`src/rtl/mult_acc_pkg.sv`:
```
// Shared types and sizing for the mult_acc dot-product sequencer.
// Holds the state encoding, datapath widths and the product widening helper.
package mult_acc_pkg;

  localparam int ACC_W   = 20;
  localparam int LEN_W   = 4;
  localparam int OP_W    = 8;
  localparam int PROD_W  = 2 * OP_W;
  localparam int TMO_MAX = 31;
  localparam int TMO_W   = 5;

  typedef enum logic [2:0] {
    IDLE,
    FETCH,
    ISSUE,
    WAIT_HI,
    WAIT_LO,
    DONE
  } state_t;

  // The 16-bit product is zero-extended into the accumulator; 15 full-scale
  // products still fit in 20 bits, so no carry or saturation handling exists.
  function automatic logic [ACC_W-1:0] extend_product(input logic [PROD_W-1:0] p);
    return {{(ACC_W - PROD_W){1'b0}}, p};
  endfunction

endpackage

```
`src/rtl/mult_acc_if.sv`:
```
// Operand stream and multiplier bus of mult_acc, bundled as one interface.
// The slave modport is the mult_acc side; master is the surrounding environment.
interface mult_acc_if;
  import mult_acc_pkg::*;

  logic              op_valid;
  logic              op_ready;
  logic [OP_W-1:0]   a_in;
  logic [OP_W-1:0]   b_in;

  logic              mul_start;
  logic [OP_W-1:0]   mul_a;
  logic [OP_W-1:0]   mul_b;
  logic              mul_busy;
  logic [PROD_W-1:0] mul_product;

  modport slave (
    input  op_valid,
    input  a_in,
    input  b_in,
    output op_ready,
    output mul_start,
    output mul_a,
    output mul_b,
    input  mul_busy,
    input  mul_product
  );

  modport master (
    output op_valid,
    output a_in,
    output b_in,
    input  op_ready,
    input  mul_start,
    input  mul_a,
    input  mul_b,
    output mul_busy,
    output mul_product
  );

endinterface

```
`src/rtl/mult_acc.sv`:
```
// Dot-product sequencer: feeds operand pairs to an external shift-add multiplier
// and sums the products. Optional watchdog enabled by MULT_ACC_TIMEOUT_EN.
module mult_acc
  import mult_acc_pkg::*;
(
  input  logic             clk,
  input  logic             reset,
  input  logic             start,
  input  logic [LEN_W-1:0] len,
  mult_acc_if.slave        bus,
  output logic             busy,
  output logic             done,
  output logic [ACC_W-1:0] acc,
  output logic             err
);

  state_t           state;
  logic [LEN_W-1:0] remaining;

`ifdef MULT_ACC_TIMEOUT_EN
  logic [TMO_W-1:0] wd;
  logic             wd_expired;

  // wd holds the number of wait cycles already completed, so the 31st wait
  // cycle is the one that sees TMO_MAX-1 and aborts.
  assign wd_expired = (wd == TMO_W'(TMO_MAX - 1));
`else
  assign err = 1'b0;
`endif

  // All outputs are registered and set on the transition into the state that owns them.
  always_ff @(posedge clk or negedge reset) begin
    if (!reset) begin
      state         <= IDLE;
      remaining     <= '0;
      acc           <= '0;
      bus.mul_a     <= '0;
      bus.mul_b     <= '0;
      bus.op_ready  <= 1'b0;
      bus.mul_start <= 1'b0;
      busy          <= 1'b0;
      done          <= 1'b0;
`ifdef MULT_ACC_TIMEOUT_EN
      err           <= 1'b0;
      wd            <= '0;
`endif
    end else begin
      bus.mul_start <= 1'b0;
      done          <= 1'b0;
`ifdef MULT_ACC_TIMEOUT_EN
      err           <= 1'b0;
`endif
      case (state)
        IDLE: begin
          if (start) begin
            acc  <= '0;
            busy <= 1'b1;
            if (len != '0) begin
              remaining    <= len;
              bus.op_ready <= 1'b1;
              state        <= FETCH;
            end else begin
              done  <= 1'b1;
              state <= DONE;
            end
          end
        end

        FETCH: begin
          if (bus.op_valid && bus.op_ready) begin
            bus.mul_a     <= bus.a_in;
            bus.mul_b     <= bus.b_in;
            bus.op_ready  <= 1'b0;
            bus.mul_start <= 1'b1;
            state         <= ISSUE;
`ifdef MULT_ACC_TIMEOUT_EN
            wd            <= '0;
`endif
          end
        end

        ISSUE: begin
          state <= WAIT_HI;
        end

        WAIT_HI: begin
          if (bus.mul_busy) begin
            state <= WAIT_LO;
          end
`ifdef MULT_ACC_TIMEOUT_EN
          else if (wd_expired) begin
            done  <= 1'b1;
            err   <= 1'b1;
            state <= DONE;
          end
          wd <= wd + 1'b1;
`endif
        end

        WAIT_LO: begin
          if (!bus.mul_busy) begin
            acc       <= acc + extend_product(bus.mul_product);
            remaining <= remaining - 1'b1;
            if (remaining > LEN_W'(1)) begin
              bus.op_ready <= 1'b1;
              state        <= FETCH;
            end else begin
              done  <= 1'b1;
              state <= DONE;
            end
          end
`ifdef MULT_ACC_TIMEOUT_EN
          else if (wd_expired) begin
            done  <= 1'b1;
            err   <= 1'b1;
            state <= DONE;
          end
          wd <= wd + 1'b1;
`endif
        end

        DONE: begin
          busy  <= 1'b0;
          state <= IDLE;
        end

        default: begin
          busy         <= 1'b0;
          bus.op_ready <= 1'b0;
          state        <= IDLE;
        end
      endcase
    end
  end

endmodule

```
`src/flat_wrapper.sv`:
```
// flat-port wrapper written by rule: the top's interface ports become plain ports
module mult_acc_flat import mult_acc_pkg::*;
  (clk, reset, start, len, busy, done, acc, err, bus_op_valid, bus_a_in, bus_b_in, bus_op_ready, bus_mul_start, bus_mul_a, bus_mul_b, bus_mul_busy, bus_mul_product);
  mult_acc_if bus_i ();
  input  logic clk;
  input  logic reset;
  input  logic start;
  input  logic [LEN_W-1:0] len;
  output logic busy;
  output logic done;
  output logic [ACC_W-1:0] acc;
  output logic err;
  input wire logic [$bits(bus_i.op_valid)-1:0] bus_op_valid;
  input wire logic [$bits(bus_i.a_in)-1:0] bus_a_in;
  input wire logic [$bits(bus_i.b_in)-1:0] bus_b_in;
  output wire logic [$bits(bus_i.op_ready)-1:0] bus_op_ready;
  output wire logic [$bits(bus_i.mul_start)-1:0] bus_mul_start;
  output wire logic [$bits(bus_i.mul_a)-1:0] bus_mul_a;
  output wire logic [$bits(bus_i.mul_b)-1:0] bus_mul_b;
  input wire logic [$bits(bus_i.mul_busy)-1:0] bus_mul_busy;
  input wire logic [$bits(bus_i.mul_product)-1:0] bus_mul_product;
  assign bus_i.op_valid = bus_op_valid;
  assign bus_i.a_in = bus_a_in;
  assign bus_i.b_in = bus_b_in;
  assign bus_op_ready = bus_i.op_ready;
  assign bus_mul_start = bus_i.mul_start;
  assign bus_mul_a = bus_i.mul_a;
  assign bus_mul_b = bus_i.mul_b;
  assign bus_i.mul_busy = bus_mul_busy;
  assign bus_i.mul_product = bus_mul_product;
  mult_acc u_core (.clk(clk), .reset(reset), .start(start), .len(len), .bus(bus_i), .busy(busy), .done(done), .acc(acc), .err(err));
endmodule
```
`config.mk`:
```
export PLATFORM = sky130hd
export DESIGN_NAME = mult_acc_flat
export DESIGN_NICKNAME = d
export VERILOG_FILES = /design/src/rtl/mult_acc_pkg.sv /design/src/rtl/mult_acc_if.sv /design/src/rtl/mult_acc.sv /design/src/flat_wrapper.sv
export SDC_FILE = /design/constraint.sdc
export NUM_CORES = 1
export LEC_CHECK = 0
export ABC_AREA = 0
export CAP_MARGIN = 20
export CORE_ASPECT_RATIO = 1.75
export CORE_MARGIN = 1
export CORE_UTILIZATION = 30
export CTS_CLUSTER_DIAMETER = 200
export DETAILED_ROUTE_END_ITERATION = 6
export SLEW_MARGIN = 40
export SYNTH_ARGS = -nofsm -noshare
export SYNTH_HDL_FRONTEND = slang
export SYNTH_SLANG_ARGS = --single-unit
```
`constraint.sdc`:
```
create_clock -name clk -period 2.75 [get_ports clk]
set_clock_uncertainty 0.05 [all_clocks]
set_input_delay 0.4125 -clock clk [delete_from_list [all_inputs] [get_ports clk]]
set_output_delay 0.4125 -clock clk [all_outputs]
set_load 0.01 [all_outputs]
```
==> metrics <==
post-CTS setup buffer count 0; drt first pass iters 4; P&R area growth vs syn 40.50%; Final Critical Period 2.460 ns; PortBufs 80; peak supply drop 0.3585 mV; critical path required time 2.91 ns; RSZ-0062 raised after global routing false; CP max FO 4; HPWL after DPL 5505 µm; # IOs 82; DR WL met3 201 µm; Worst Max-Slew Pin Slew 0.5287 ns; Syn Inst Count 286; clock buffer depth 2; DR WL met2 4085 µm; first-pass GRT wire length 11800 µm; total track usage 0.1560; Design Power 3.490 mW; Adder-Cell Fraction of Synth Area 0.08665; mapped cell area 0.002830 mm²; Fin Hold WS 0.4569 ns; Multi-input gate area 0.001558 mm²; largest net degree at the start of global routing 39; top layer in use met4; vias in the first global route 2487; placed insts 485; area of the die 0.009842 mm²; Chip Width 75.42 µm; prevailing post-synth register cell dfrtp_1; CTS sink count 47; WS Path Type input pin to flip-flop; register area 0.001176 mm²; Mapped Nets 346; total gr overflow 0; Layout Nets 433; Vias/cell 4.945; DRT Wirelength 7210 µm; Synth Area in Compound Gates 0.2016; pins over their slew limit 0; Clk pin slew, worst setup/hold paths 0.06 ns; Initial Utilization 0.3112; cell taking the most area after synthesis dfrtp_1; Mean Syn Cell Area 9.896 µm²; outcome finished, final reports clean; Detail Route Antenna Nets 0; fill count 936; register bit total from synthesis 47; post-synthesis mux area share 0.08532; Synth area leaders dfrtp_1, ha_1, mux2_2; DR DRC count 0; DR vias 2443; clk_lat worst skew 0.29 ns; GP Congestion 0.8111; DRT iter0 DRCs 105; Pleak 1.686 nW; # diodes 0; crit start category input pin; Seq/Total Area, Yosys 0.4156; die height 130.5 µm; Max-Cap Viols 0; final hold vios 0; CTS tree done; H-tree levels 2; Post-Layout Cell Count 494; Root Buffer clkbuf_16; pwr dens 877.6 mW/mm²; xor/xnor share of the synthesized area 0.02785; CORE AREA 0.009094 mm²; Synth warnings 0; crit end category flip-flop; Post-synth EDFFs 0; Yosys top cell area share 0.4156; WL/cell 14.60 µm; initial antenna violation count 0; max frequency 406.5 MHz; share of cells above drive strength 1 0.1230; largest family of logic cells by synthesized area compound AO/OA/AOI/OAI gates; Final Cycle Share 0.8946; Setup violations, final 0; Slew headroom 0.6472; CP Data Arrival Time 2.62 ns; standard-cell rows 46; simple logic cell fraction of the synthesized area 0.1468; final worst setup slack 0.2899 ns; Post-synth ARST share 1.000; total CTS buffers 5; Distinct cells, synth 55; Hold WC Path Type input pin to async pin; M1 WL 2782 µm; worst slack at placement -0.01822 ns
cell usage after synthesis, drive strengths merged, types with 4 or more instances:
library cell	instances
and2	4
buf	7
nor2	16
dfrtp	47
nor2b	4
mux2	17
nand2	31
o21ai	29
o21bai	4
inv	13
a21oi	19
nand3	4
ha	18
mux2i	5
nor3	5
xnor2	6
a211oi	6
a21o	4
kinds of logic (layout without fill, tap and decap cells):
family,Yosys count,count (layout)
muxes,22,22
buffers and inverters,22,110
other,1,1
DFF,47,47
adders and majority gates,19,19
and+or+nand+nor,81,81
AOI/OAI and AO/OA,85,85
xor gates and xnor gates,9,9
report_power, final:
group          internal (mW)  switching (mW)  total, mW
registers              0.936           0.201       1.14
logic                  0.860           0.760       1.62
clock network          0.458           0.276      0.733
metal layers:
metal	GRT usage	vias up
met3	0.01610	9
met5	0	-
met1	0.1766	1166
met4	0.06318	0
li1	-	1210
met2	0.2889	58
through the flow:
step | instance area (µm²) | util | setup TNS, ns
2_1_floorplan | 2830 | - | 0
3_3_place_gp | 3786 | 0.4163 | 0
3_5_place_dp | 3786 | 0.4163 | -0.01822
4_1_cts | 3974 | 0.4370 | 0
5_1_grt | 3976 | 0.4373 | 0
6_report | 3976 | 0.4373 | 0
timing repair:
| action | in CTS | in global routing |
|---|---|---|
| resized for setup | 0 | 0 |
| hold buffers | 1 | 0 |
| endpoints found under the hold margin | 9 | 0 |
sequential cells by signal (all words and copies together) (netlist names):
name / flops
u_core.bus.mul_a: 8
u_core.remaining: 4
u_core.busy: 1
u_core.state: 3
u_core.bus.mul_start: 1
u_core.acc: 20
u_core.done: 1
u_core.bus.mul_b: 8
u_core.bus.op_ready: 1
layout by cell type (no fill, tap or decap), drive strengths merged, types with 3 or more instances in the layout:
cell / instances
nor3: 5
dfrtp: 47
o21ai: 29
mux2: 17
clkbuf: 6
o21a: 3
nand2: 31
xnor2: 6
ha: 18
xor2: 3
nand3: 4
nor2: 16
buf: 9
or3: 3
clkdlybuf4s50: 79
a21oi: 19
o211ai: 3
a211oi: 6
and2: 4
nand4: 3
a21o: 4
nor2b: 4
o21bai: 4
mux2i: 5
inv: 14
worst max-delay path, stage by stage:
cell             delay, ns
clkdlybuf4s50_1       0.41
ha_1                  0.23
fa_1                  0.41
a21oi_1               0.22
o211ai_1              0.14
o211ai_2              0.30
o221ai_2              0.17
and3_1                0.20
nor3_1                0.12
area by class of cell:
class / count / area share
inverter: 13 / 0.01227
multi-input combinational: 217 / 0.3918
sequential: 47 / 0.2958
clock inverter: 2 / 0.009755
clock buffer: 6 / 0.03493
timing repair buffer: 89 / 0.2177
tap: 120 / 0.03776
final timing paths:
path	start	to	slack, ns	cells after the start
max reg2reg	u_core.acc[0]	u_core.acc[16]	0.44	8
max in group asynchronous	reset	u_core.acc[6]	1.41	3
min in group clk	u_core.acc[12]	u_core.acc[12]	0.46	2
min	reset	u_core.acc[0]	0.46	2
max	bus_mul_product[0]	u_core.acc[16]	0.29	9
min reg2reg	u_core.acc[12]	u_core.acc[12]	0.46	2
(Power assumes the default switching activity.)
